<file path="src/rtl/legv8_pkg.sv">
// -----------------------------------------------------------------------------
// legv8_pkg
// Shared definitions for the multicycle LEGv8 main control unit:
//   - state_t     : FSM state encoding (also exported on the State debug port)
//   - OP_*        : opcode match constants (full 11-bit, CBZ 8-bit, B 6-bit)
//   - ALUOP_*     : 2-bit ALUOp codes consumed by the ALU control unit
//   - SRCB_*      : ALUSrcB mux selects
//   - op_class_t  : one-hot instruction class produced by legv8_opcode_class
// -----------------------------------------------------------------------------
package legv8_pkg;

  typedef enum logic [3:0] {
    S_FETCH     = 4'd0,
    S_DECODE    = 4'd1,
    S_MEM_ADDR  = 4'd2,
    S_MEM_READ  = 4'd3,
    S_LOAD_WB   = 4'd4,
    S_MEM_WRITE = 4'd5,
    S_EXEC      = 4'd6,
    S_R_WB      = 4'd7,
    S_CBZ       = 4'd8,
    S_BRANCH    = 4'd9,
    S_ILLEGAL   = 4'd10
  } state_t;

  localparam logic [10:0] OP_ADD  = 11'b10001011000;
  localparam logic [10:0] OP_SUB  = 11'b11001011000;
  localparam logic [10:0] OP_AND  = 11'b10001010000;
  localparam logic [10:0] OP_ORR  = 11'b10101010000;
  localparam logic [10:0] OP_LDUR = 11'b11111000010;
  localparam logic [10:0] OP_STUR = 11'b11111000000;
  localparam logic [7:0]  OP_CBZ8 = 8'b10110100;   // matched against Opcode[10:3]
  localparam logic [5:0]  OP_B6   = 6'b000101;     // matched against Opcode[10:5]

  localparam logic [1:0] ALUOP_ADD   = 2'b00;
  localparam logic [1:0] ALUOP_PASSB = 2'b01;
  localparam logic [1:0] ALUOP_RTYPE = 2'b10;

  localparam logic [1:0] SRCB_REG    = 2'b00;
  localparam logic [1:0] SRCB_FOUR   = 2'b01;
  localparam logic [1:0] SRCB_ADDR   = 2'b10;
  localparam logic [1:0] SRCB_BRANCH = 2'b11;

  // Exactly one bit is set for any opcode.
  typedef struct packed {
    logic b;
    logic cbz;
    logic ldur;
    logic stur;
    logic rtype;
    logic illegal;
  } op_class_t;

endpackage

</file>
<file path="src/rtl/legv8_opcode_class.sv">
// -----------------------------------------------------------------------------
// legv8_opcode_class
// Combinational classifier: maps the 11-bit opcode field to a one-hot class.
// Matching is prioritised B > CBZ > LDUR > STUR > R-type, so the short-prefix
// B and CBZ patterns win even if a longer pattern would also match.
// Ports:
//   opcode   in  [10:0]      instruction bits [31:21]
//   op_class out op_class_t  one-hot class (illegal when nothing matches)
// -----------------------------------------------------------------------------
module legv8_opcode_class
  import legv8_pkg::*;
(
  input  logic [10:0] opcode,
  output op_class_t   op_class
);

  always_comb begin
    // NOTE: the whole struct is defaulted before the if-chain so every path
    // assigns every bit; a missing default here would infer a latch.
    op_class = '0;
    if (opcode[10:5] == OP_B6) begin
      op_class.b = 1'b1;
    end else if (opcode[10:3] == OP_CBZ8) begin
      op_class.cbz = 1'b1;
    end else if (opcode == OP_LDUR) begin
      op_class.ldur = 1'b1;
    end else if (opcode == OP_STUR) begin
      op_class.stur = 1'b1;
    end else if (opcode == OP_ADD || opcode == OP_SUB ||
                 opcode == OP_AND || opcode == OP_ORR) begin
      op_class.rtype = 1'b1;
    end else begin
      op_class.illegal = 1'b1;
    end
  end

endmodule

</file>
<file path="src/rtl/legv8_multicycle_control.sv">
// -----------------------------------------------------------------------------
// legv8_multicycle_control
// Main control FSM of the multicycle LEGv8 datapath. Sequences fetch, decode,
// execute, memory and writeback, stalling in FETCH/MEM_READ/MEM_WRITE until
// MemReady. Unknown opcodes (or a memory wait timeout) park the FSM in a
// sticky ILLEGAL state that only Reset leaves.
//
// Parameter:
//   MEM_WAIT_MAX  0 = wait on MemReady forever; N > 0 = after N consecutive
//                 MemReady-low cycles in a wait state, go to ILLEGAL.
// Optional build macro:
//   LEGV8_PERF_COUNT_EN  adds CycleCount / InstrCount 32-bit outputs.
//
// Ports:
//   CLK, Reset (async, active-low)
//   Opcode[10:0], Zero, MemReady               inputs
//   PCWrite, IorD, MemRead, MemWrite, IRWrite  datapath/memory enables
//   MemToReg, RegWrite, Reg2Loc                register file controls
//   ALUSrcA, ALUSrcB[1:0], ALUOp[1:0]          ALU operand/op selects
//   PCSource                                   PC mux select
//   State[3:0], IllegalOp                      debug / status
//   CycleCount[31:0], InstrCount[31:0]         (LEGV8_PERF_COUNT_EN only)
// -----------------------------------------------------------------------------
module legv8_multicycle_control
  import legv8_pkg::*;
#(
  parameter int unsigned MEM_WAIT_MAX = 0
)
(
  input  logic        CLK,
  input  logic        Reset,
  input  logic [10:0] Opcode,
  input  logic        Zero,
  input  logic        MemReady,
  output logic        PCWrite,
  output logic        IorD,
  output logic        MemRead,
  output logic        MemWrite,
  output logic        IRWrite,
  output logic        MemToReg,
  output logic        RegWrite,
  output logic        Reg2Loc,
  output logic        ALUSrcA,
  output logic [1:0]  ALUSrcB,
  output logic [1:0]  ALUOp,
  output logic        PCSource,
  output logic [3:0]  State,
  output logic        IllegalOp
`ifdef LEGV8_PERF_COUNT_EN
  ,
  output logic [31:0] CycleCount,
  output logic [31:0] InstrCount
`endif
);

  localparam int WAIT_W = (MEM_WAIT_MAX < 16) ? 4 : $clog2(MEM_WAIT_MAX + 1);
  localparam logic [WAIT_W-1:0] WAIT_LAST = WAIT_W'(MEM_WAIT_MAX - 1);

  state_t            state;
  state_t            next_state;
  op_class_t         cls;
  logic [WAIT_W-1:0] wait_cnt;
  logic              wait_state;
  logic              timeout;

  legv8_opcode_class u_opcode_class (
    .opcode   (Opcode),
    .op_class (cls)
  );

  assign State      = state;
  assign wait_state = (state == S_FETCH) || (state == S_MEM_READ) || (state == S_MEM_WRITE);

  // Counts consecutive stalled cycles; any cycle outside a wait state or with
  // MemReady high clears it, which covers every entry into a wait state.
  assign timeout = (MEM_WAIT_MAX != 0) && wait_state && !MemReady && (wait_cnt == WAIT_LAST);

  always_ff @(posedge CLK or negedge Reset) begin
    if (!Reset) begin
      wait_cnt <= '0;
    end else if ((MEM_WAIT_MAX != 0) && wait_state && !MemReady) begin
      wait_cnt <= wait_cnt + 1'b1;
    end else begin
      wait_cnt <= '0;
    end
  end

  always_ff @(posedge CLK or negedge Reset) begin
    // NOTE: state registers use non-blocking assignments so every flop
    // samples pre-edge values, independent of block ordering.
    if (!Reset) begin
      state <= S_FETCH;
    end else begin
      state <= next_state;
    end
  end

  always_comb begin
    next_state = state;
    PCWrite    = 1'b0;
    IorD       = 1'b0;
    MemRead    = 1'b0;
    MemWrite   = 1'b0;
    IRWrite    = 1'b0;
    MemToReg   = 1'b0;
    RegWrite   = 1'b0;
    Reg2Loc    = 1'b0;
    ALUSrcA    = 1'b0;
    ALUSrcB    = SRCB_REG;
    ALUOp      = ALUOP_ADD;
    PCSource   = 1'b0;
    IllegalOp  = 1'b0;

    case (state)
      S_FETCH: begin
        MemRead = 1'b1;
        ALUSrcB = SRCB_FOUR;
        // Reset gating keeps PC/IR from loading while reset is held in FETCH.
        IRWrite = MemReady & Reset;
        PCWrite = MemReady & Reset;
        if (timeout)       next_state = S_ILLEGAL;
        else if (MemReady) next_state = S_DECODE;
      end
      S_DECODE: begin
        ALUSrcB = SRCB_BRANCH;
        Reg2Loc = cls.stur | cls.cbz;
        if (cls.illegal)                next_state = S_ILLEGAL;
        else if (cls.ldur || cls.stur)  next_state = S_MEM_ADDR;
        else if (cls.rtype)             next_state = S_EXEC;
        else if (cls.cbz)               next_state = S_CBZ;
        else                            next_state = S_BRANCH;
      end
      S_MEM_ADDR: begin
        ALUSrcA = 1'b1;
        ALUSrcB = SRCB_ADDR;
        if (cls.ldur)      next_state = S_MEM_READ;
        else if (cls.stur) next_state = S_MEM_WRITE;
        else               next_state = S_ILLEGAL;
      end
      S_MEM_READ: begin
        MemRead = 1'b1;
        IorD    = 1'b1;
        if (timeout)       next_state = S_ILLEGAL;
        else if (MemReady) next_state = S_LOAD_WB;
      end
      S_LOAD_WB: begin
        RegWrite   = 1'b1;
        MemToReg   = 1'b1;
        next_state = S_FETCH;
      end
      S_MEM_WRITE: begin
        MemWrite = 1'b1;
        IorD     = 1'b1;
        Reg2Loc  = 1'b1;
        if (timeout)       next_state = S_ILLEGAL;
        else if (MemReady) next_state = S_FETCH;
      end
      S_EXEC: begin
        ALUSrcA    = 1'b1;
        ALUOp      = ALUOP_RTYPE;
        next_state = S_R_WB;
      end
      S_R_WB: begin
        RegWrite   = 1'b1;
        next_state = S_FETCH;
      end
      S_CBZ: begin
        Reg2Loc    = 1'b1;
        ALUSrcA    = 1'b1;
        ALUOp      = ALUOP_PASSB;
        PCSource   = 1'b1;
        PCWrite    = Zero;
        next_state = S_FETCH;
      end
      S_BRANCH: begin
        PCSource   = 1'b1;
        PCWrite    = 1'b1;
        next_state = S_FETCH;
      end
      S_ILLEGAL: begin
        IllegalOp = 1'b1;
      end
      default: begin
        // Unused encodings are treated as a fault.
        next_state = S_ILLEGAL;
      end
    endcase
  end

`ifdef LEGV8_PERF_COUNT_EN
  logic instr_done;

  assign instr_done = (next_state == S_FETCH) &&
                      ((state == S_LOAD_WB) || (state == S_MEM_WRITE) ||
                       (state == S_R_WB) || (state == S_CBZ) || (state == S_BRANCH));

  always_ff @(posedge CLK or negedge Reset) begin
    if (!Reset) begin
      CycleCount <= '0;
      InstrCount <= '0;
    end else if (state != S_ILLEGAL) begin
      CycleCount <= CycleCount + 32'd1;
      if (instr_done) InstrCount <= InstrCount + 32'd1;
    end
  end
`endif

endmodule
</file>
<file path="config.mk">
export PLATFORM = sky130hd
export DESIGN_NAME = legv8_multicycle_control
export DESIGN_NICKNAME = d
export VERILOG_FILES = /design/src/rtl/legv8_pkg.sv /design/src/rtl/legv8_opcode_class.sv /design/src/rtl/legv8_multicycle_control.sv
export SDC_FILE = /design/constraint.sdc
export NUM_CORES = 1
export LEC_CHECK = 0
export CORE_MARGIN = 5
export CORE_UTILIZATION = 34
export DETAILED_ROUTE_END_ITERATION = 10
export PLACE_DENSITY = 0.75
export SLEW_MARGIN = 15
export SYNTH_ARGS = -nofsm -noshare
export SYNTH_HDL_FRONTEND = slang
export SYNTH_SLANG_ARGS = --single-unit
</file>
<file path="constraint.sdc">
create_clock -name CLK -period 1.46 [get_ports CLK]
set_input_delay 0.292 -clock CLK [delete_from_list [all_inputs] [get_ports CLK]]
set_output_delay 0.292 -clock CLK [all_outputs]
set_load 0.02 [all_outputs]
</file>
== Word-level counts from Yosys, hierarchy flattened ==
Cells that the tools add are included.

* Bits in registers: 4
* Memories: 0
* Input port bits: 15
* Output and inout bits: 19
* Bits in read-only memories: 0
* Latch bits: 0
* Bits in writable memories: 0

* $lt $le $gt $ge: 0
* Divide/modulo/power cells: 0
* Shift-type cells: 0
* Reduce and logical (&&, ||, !) cells: 13
* Equality and inequality tests: 21
* Bitwise gates (word level): 3
* Multiplexer cells: 32
* $mul: 0
* Add/subtract/negate cells: 0

{| class="wikitable"
|+ Operators by type and width
! operator !! number
|-
| equality test 11 bit, second input constant || 6
|-
| two-way mux 4 bit || 9
|-
| one-hot mux 4 bit (8 select lines) || 1
|-
| equality test 4 x 3 -> 1 bit, second input constant || 4
|-
| two-way mux 1 bit || 15
|-
| equality test 4 bit, second input constant || 3
|-
| OR reduction 2 bit || 5
|-
| equality test 4 x 2 -> 1 bit, second input constant || 2
|-
| equality test 8 bit, second input constant || 1
|-
| equality test 6 x 3 -> 1 bit, second input constant || 1
|-
| != test 2 bit, second input constant || 3
|-
| one-hot mux 2 bit (3 select lines) || 1
|-
| two-way mux 5 bit || 1
|-
| equality test 4 x 1 -> 1 bit, second input constant || 1
|-
| zero test 4 bit || 1
|-
| logical OR 1 bit || 4
|-
| one-hot mux 2 bit (2 select lines) || 1
|-
| AND reduction 4 bit || 1
|-
| OR reduction 4 bit || 1
|-
| two-way mux 3 bit || 1
|-
| one-hot mux 1 bit (3 select lines) || 1
|-
| OR reduction 3 bit || 1
|-
| two-way mux 2 bit || 1
|-
| one-hot mux 1 bit (2 select lines) || 1
|-
| other kinds (3) || 3
|}

== Longest topological paths before layout ==
Gate-level depths: netlist (run 1).

* Word-level depth: 14
* Mapped depth: 6
* Depth with buffers taken out: 4

== Modules after synthesis ==
Synthesis (run 1) repeated with hierarchy kept, for this count alone.

* Cell total of the unflattened synthesis: 80
* Area, all modules: 615.6 um^2

{| class="wikitable"
|+ Modules (own cells, without submodules)
! module !! sequential area each (um^2) !! times used !! area an instance (um^2) !! cells each
|-
| legv8_multicycle_control || 100.1 || 1 || 500.5 || 68
|-
| legv8_opcode_class || 0.0 || 1 || 115.1 || 12
|}

== Least setup slack after synthesis (run 1) ==
No wires, ideal clock.

* Path type: register to output
* Start: reg state[0] (netlist: State[0])
* End: out PCWrite
* Data arrival time: 1820 ps
* Path slack: -652 ps
* Stages on the path, launching flop included: 5
* Required time: 1168 ps
* Cell sequence: dfrtp_1 > buf_2 > or2_2 > nor3_1 > o21bai_1

* Longest elaborated chain between the ends: 2

{| class="wikitable"
|+ Ends and longest elaborated chain
! what !! RTL line !! text
|-
| from (decl) || legv8_multicycle_control.sv:59 || <nowiki>state_t state;</nowiki>
|-
| from (signal assigned) || legv8_multicycle_control.sv:94 || <nowiki>state <= next_state;</nowiki>
|-
| equality test 4 bit or zero test 4 bit (tied branches) || legv8_multicycle_control.sv:114 || <nowiki>case (state)</nowiki>
|-
| one-hot mux 1 bit (3 select lines) (*) || legv8_multicycle_control.sv:114 ||
|-
| to (decl) || legv8_multicycle_control.sv:35 || <nowiki>output logic PCWrite,</nowiki>
|}

Mark *: on every way between the ends. The rest lies on a longest branch, timed or not.

== Final worst setup path (run 1) ==
* Start: reg state[1] (netlist: State[1])
* End: out Reg2Loc

* Longest elaborated chain between the ends: 3

{| class="wikitable"
|+ Ends and longest elaborated chain
! what !! RTL line !! text
|-
| equality test 4 x 3 -> 1 bit or equality test 4 bit (tied branches) || legv8_multicycle_control.sv:114 ||
|-
| OR reduction 2 bit (no line) || n/a ||
|-
| one-hot mux 1 bit (2 select lines) (*) || legv8_multicycle_control.sv:114 ||
|-
| to (decl) || legv8_multicycle_control.sv:42 || <nowiki>output logic Reg2Loc,</nowiki>
|}

Marks and branches as above.

==> metrics, run 1 <==
shortest period the worst path allows=1690 ps; power per unit of standard cell area=2040 nW/um^2; worst endpoint data arrival time=1400 ps; Achievable Freq=592 MHz; gr usage total=0.186; Critical R2R Capture=State[2]; standard-cell rows=15; Overflow after GRT=0; async set-or-reset flop fraction in the synthesized netlist=1.00; number of synthesized flops with an enable pin=0; width of the die=52.2 um; Initial Util=0.354; diodes inserted=0; Least-Margin Pin Slew=318 ps; Die Y-Extent=52.2 um; DP HPWL=1.72 mm; Unique masters post-synth=40; CTS Root Buffer Type=sky130_fd_sc_hd__clkbuf_4; H-tree lvl count=1; number of global-route vias before repair=924; synthesized instance count=84; global routing usage on met2=0.379; hold violation count in the final report=0; area share of the leading cell type in the synthesized netlist=0.166; cell total after placement=158; Final Worst Setup Slack=-230 ps; count of boundary I/O pins=34; net count after synthesis=99; met3 track demand over resource in global routing=0.0143; Antenna Violating Nets Remaining=0; cell with the most instances after synthesis=sky130_fd_sc_hd__nor2_1; clock buffer count from CTS=3; logic depth of the worst register-to-register path=6; router iterations before antenna repair=5; number of antenna violations at the first check in global routing=0; post-placement setup slack=-937 ps; library cell appearing most often on the critical path=sky130_fd_sc_hd__buf_4; leak pwr=0.691 nW; Crit. Startpoint=State[1]; Tot Pwr=3.08 mW; standard cell with the maximum stage delay on the critical path=sky130_fd_sc_hd__dfrtp_1; mapped cell area=604 sq um; share of final-layout standard cells stronger than drive strength 1=0.677; final weighted congestion of routability-driven global placement=0.741; Area growth, synth to finish=149%; final routed wirelength across all metal layers=3.36 mm; worst setup slack for register-to-register paths=-210 ps; worst setup path endpoint=Reg2Loc; dominant cell type by area after synthesis=sky130_fd_sc_hd__dfrtp_1; maximum fanout encountered on the critical timing path=5; sequential area share after synthesis=0.166; die area=2720 sq um; final period utilization=1.16; Reg-to-Reg Start=State[0]; DRC violation count after routing=0; Final TNS setup=-2660 ps; largest buffer count on any clock path=2; setup violation total in the final timing report=18; net count reported at finish=171; met1 global-route usage=0.203; largest stage delay on the critical path=380 ps; number of flip-flops under the largest register name=4; startpoint-to-endpoint class of the critical path=reg -> out; critical path cell sequence=buf_4 -> nand2b_4 -> o32ai_2 -> buf_4; number of flip-flops and latches in the synthesized netlist=4; total vias in the final route=1041; Worst slew margin=0.786; utilization after layout=0.883; Worst EP required=1170 ps; Ys Warns=0; dominant register cell in the synthesized netlist=sky130_fd_sc_hd__dfrtp_1; class of the worst hold path=in -> async; ratio of routed vias to standard cells=5.78; core outline area=1710 sq um; leading post-synthesis cells by cell area=sky130_fd_sc_hd__dfrtp_1 17%, sky130_fd_sc_hd__nor2_1 6.8%, sky130_fd_sc_hd__nand2b_1 6.2%, sky130_fd_sc_hd__a21oi_1 3.3%, sky130_fd_sc_hd__buf_2 3.3%; global-route wire length before repair=3.95 mm; sort of element at the start of the critical path=flop; First DRT Iteration DRCs=20; Max IR drop VDD=1.54 mV; highest-utilization routing layer at the global route stage=met2; clock sink count=4; RSZ-0062 raised after global routing=yes; pin count of the biggest net entering global routing=16; total count of max-transition violations in the final report=0; Skew-Pair Late Insertion Delay=240 ps; average cell area after synthesis=7.19 sq um; result of the run=complete, but fails checks; failing checks=negative setup slack; list of most frequent post-synthesis cells=11 x sky130_fd_sc_hd__nor2_1, 6 x sky130_fd_sc_hd__nand2b_1; Final Skew=9.04 ps; hold buffers post-CTS=0; Critical Path End Type=output pin; number of port buffers=33; Clk pin slew, worst setup/hold paths=50 ps; count of placed standard cells in the final layout, fillers left out=180; Max Cap Viol=0; CTS tree=built; post-detailed-route wirelength per cell=18.7 um
area by class of cell:
| class | instances | area (sq um) |
|---|---|---|
| clock buffers | 4 | 26.3 |
| fillers | 83 | 200 |
| inverters | 1 | 3.75 |
| multi-input cells | 71 | 664 |
| flip-flops and latches | 4 | 104 |
| well taps | 25 | 31.3 |
| repair buffers | 75 | 678 |
metal layers:
| layer | vias up | routed length (um) |
|---|---|---|
| li1 | 453 | - |
| met1 | 491 | 1200 |
| met2 | 76 | 1730 |
| met3 | 21 | 257 |
| met4 | 0 | 170 |
| met5 | - | 0 |
critical path: cells and delay by family, from the launching register on:
kind | cells | cell delay, ps
AO/OA/AOI/OAI | 1 | 270
flip-flops | 1 | 380
AND/OR/NAND/NOR | 1 | 180
buffers and inverters | 2 | 340
report_power, final:
part / total [mW] / switching, mW / internal (mW)
clock: 0.161 / 0.0577 / 0.103
combinational: 2.72 / 1.34 / 1.38
sequential: 0.200 / 0.0380 / 0.162
total: 3.08 / 1.44 / 1.64
logic make-up after synthesis:
family	share of synthesized area
and+or+nand+nor	0.458
DFF	0.166
buffers and inverters	0.0766
AOI/OAI and AO/OA	0.253
muxes	0.0186
xor gates and xnor gates	0.0290
stage by stage:
step / hold slack [ps] / cell area (sq um)
floorplan: -3.59 / 672
global route: 386 / 1510
global placement: 591 / 1160
finish: 381 / 1510
CTS: 346 / 1390
detailed placement: 592 / 1160
how the worst min path moves through the flow:
stage               endpoint  slack (ps)  cells after the start
CTS                 State[3]         350                      2
detailed placement  State[1]         590                      2
global route        State[3]         390                      2
finish              State[3]         380                      2
global placement    State[1]         590                      2
floorplan           State[0]          -4                      0
placed cells by master (no fill, tap or decap), types with 2 or more instances in the layout:
master                            synthesis  final
sky130_fd_sc_hd__or2_4                    0      3
sky130_fd_sc_hd__or3_1                    2      2
sky130_fd_sc_hd__a21oi_4                  0      2
sky130_fd_sc_hd__nand2b_4                 0      4
sky130_fd_sc_hd__nor2_4                   0      7
sky130_fd_sc_hd__nand2b_1                 6      2
sky130_fd_sc_hd__nand3_1                  4      3
sky130_fd_sc_hd__buf_6                    1     28
sky130_fd_sc_hd__nor3b_1                  2      2
sky130_fd_sc_hd__clkbuf_4                 0      3
sky130_fd_sc_hd__nand2_1                  4      3
sky130_fd_sc_hd__clkdlybuf4s15_1          0      2
sky130_fd_sc_hd__clkbuf_2                 0      8
sky130_fd_sc_hd__o21ai_0                  3      3
sky130_fd_sc_hd__dlygate4sd2_1            0      4
sky130_fd_sc_hd__xor2_1                   2      2
sky130_fd_sc_hd__buf_4                    0     29
sky130_fd_sc_hd__nand3_2                  1      2
sky130_fd_sc_hd__a211o_1                  2      2
sky130_fd_sc_hd__clkdlybuf4s50_1          0      3
sky130_fd_sc_hd__nor2_1                  11      4
sky130_fd_sc_hd__dfrtp_2                  0      3
sky130_fd_sc_hd__nor3_4                   0      2
what timing repair did:
item | in CTS | in global routing
resized for setup | 134 | 41
buffers inserted | 11 | 9
pin swaps | 15 | 17
setup endpoints to repair | 23 | 21
Note: power is estimated with default switching activity, not from simulation.
==> run 2, diff against run 1 <==
Settings changed: MAX_ROUTING_LAYER set to met4, SKIP_CTS_REPAIR_TIMING set to 1.
==> metrics, run 2 (synthesized netlist as in run 1, its figures left out) <==
gr usage total=0.156 (-0.0300); Initial Util=0.354 (unchanged); First DRT Iteration DRCs=11 (-45%); largest stage delay on the critical path=420 ps (+40 ps); Tot Pwr=2.58 mW (-16%); count of filler cells inserted in the layout=99 (+19%); die area=2720 sq um (unchanged); Achievable Freq=600 MHz (+1.4%); final weighted congestion of routability-driven global placement=0.750 (+1.2%); H-tree lvl count=1 (unchanged); Fin Hold WS=359 ps (-22.1 ps); standard-cell rows=15 (unchanged); number of flip-flops under the largest register name=4 (unchanged); diodes inserted=0 (unchanged); post-detailed-route wirelength per cell=13.6 um (-27%); Critical Path End Type=output pin; area after detailed placement=1160 sq um (unchanged); Critical R2R Capture=State[2]; number of port buffers=33 (unchanged); sort of element at the start of the critical path=flop; highest-utilization routing layer at the global route stage=met2; critical path cell sequence=or2_4 -> nor3_4 -> o21bai_4 -> buf_6; Antenna Violating Nets Remaining=0 (unchanged); net count reported at finish=157 (-8.2%); Reg-to-Reg Start=State[0]; standard cell with the maximum stage delay on the critical path=sky130_fd_sc_hd__dfrtp_1; Overflow after GRT=0 (unchanged); family with the most delay on the worst path=simple AND/OR/NAND/NOR gates; highest-count cells in the layout ignoring fill and taps=21 x sky130_fd_sc_hd__buf_4, 21 x sky130_fd_sc_hd__buf_6, 15 x sky130_fd_sc_hd__dlymetal6s2s_1; hold violation count in the final report=0 (unchanged); largest buffer count on any clock path=2 (unchanged); total vias in the final route=876 (-16%); Max Cap Viol=0 (unchanged); RSZ-0062 raised after global routing=yes; startpoint-to-endpoint class of the critical path=reg -> out; logic depth of the worst register-to-register path=6 (unchanged); router iterations before antenna repair=4 (-1); final period utilization=1.14 (-0.0155); utilization after layout=0.821 (-0.0623); count of boundary I/O pins=34 (unchanged); share of final-layout standard cells stronger than drive strength 1=0.546 (-0.131); post-route cell area=1400 sq um (-7.1%); Least-Margin Pin Slew=298 ps (-20.8 ps); number of antenna violations at the first check in global routing=0 (unchanged); Final Worst Setup Slack=-208 ps (+22.7 ps); Worst EP required=1170 ps (about the same); Crit. Startpoint=State[1]; Die Y-Extent=52.2 um (unchanged); global routing usage on met2=0.314 (-0.0649); CTS tree=built; power per unit of standard cell area=1840 nW/um^2 (-10%); Max IR drop VDD=1.29 mV (-16%); Clk pin slew, worst setup/hold paths=40 ps (about the same); Worst slew margin=0.800 (+0.0140); CTS Root Buffer Type=sky130_fd_sc_hd__clkbuf_4; worst endpoint data arrival time=1380 ps (-20 ps); ratio of routed vias to standard cells=5.28 (-8.8%); width of the die=52.2 um (unchanged); failing checks=negative setup slack; Area growth, synth to finish=132%; pin count of the biggest net entering global routing=16 (unchanged); setup violation total in the final timing report=16 (-2); maximum fanout encountered on the critical timing path=5 (unchanged); final routed wirelength across all metal layers=2.26 mm (-33%); DP HPWL=1.72 mm (unchanged); met1 global-route usage=0.159 (-0.0433); shortest period the worst path allows=1670 ps (-22.7 ps); DRC violation count after routing=0 (unchanged); number of global-route vias before repair=798 (-14%); core outline area=1710 sq um (unchanged); worst setup slack for register-to-register paths=-180 ps (+30 ps); class of the worst hold path=in -> async; met3 track demand over resource in global routing=0.0143 (unchanged); Final Skew=9.26 ps (+0.222 ps); buffers and inverters on the worst path=1 (-1); result of the run=complete, but fails checks; clock sink count=4 (unchanged); total count of max-transition violations in the final report=0 (unchanged); leak pwr=0.743 nW (+7.6%); clock buffer count from CTS=3 (unchanged); Skew-Pair Late Insertion Delay=230 ps (about the same); global-route wire length before repair=3.24 mm (-18%)
==> run 2: cell count changes in the layout (fill, tap and decap cells not counted), moves of 4 or more <==
cell,previous run,this run
sky130_fd_sc_hd__dlygate4sd2_1,4,0
sky130_fd_sc_hd__nor2_4,7,3
sky130_fd_sc_hd__clkbuf_2,8,0
sky130_fd_sc_hd__dlymetal6s2s_1,0,15
sky130_fd_sc_hd__buf_4,29,21
sky130_fd_sc_hd__buf_6,28,21
==> run 2: per-layer routing <==
| layer | share of wire | wire, um | up-vias |
|---|---|---|---|
| li1 | - | - | 425 |
| met5 | 0 | 0 | - |
| met1 | 0.36 | 817 | 412 |
| met4 | 0.0097 | 22 | 0 |
| met3 | 0.064 | 145 | 2 |
| met2 | 0.56 | 1280 | 37 |
==> run 2: power breakdown <==
part | leakage [nW] | internal [mW] | switching (mW)
sequential | 0.0471 | 0.162 | 0.0486
clock | 0.0150 | 0.102 | 0.0440
combinational | 0.681 | 1.16 | 1.06
==> run 2: per-stage QoR <==
step,worst slack [ps],setup TNS [ps],instances
final,-208,-1780,166
after global routing,-261,-2690,166
after CTS,-949,-10880,162
after detailed placement,-937,-7970,158
after global placement,-932,-7740,158
after floorplan,-247,-854,84
==> run 2: layout make-up <==
cell class	count	area, sq um	share of cell area
sequential	4	104	0.0741
timing repair buffer	61	617	0.440
clock buffer	4	26.3	0.0188
tap	25	31.3	0.0223
multi-input combinational	71	619	0.442
inverter	1	3.75	0.00268
==> run 2: worst max-delay path by stage <==
stage	end	slack, ps	depth (start not counted)
after floorplan	PCWrite	-250	5
after global placement	Reg2Loc	-930	6
after detailed placement	Reg2Loc	-940	6
after CTS	Reg2Loc	-950	6
after global routing	PCWrite	-260	4
final	PCWrite	-210	4
==> run 2: worst reg2reg max path: cells and delay by family (launching register included) <==
| family | cells | cell delay [ps] |
|---|---|---|
| DFF | 1 | 400 |
| AOI/OAI and AO/OA | 2 | 390 |
| and+or+nand+nor | 2 | 450 |
| buffers and inverters | 2 | 260 |
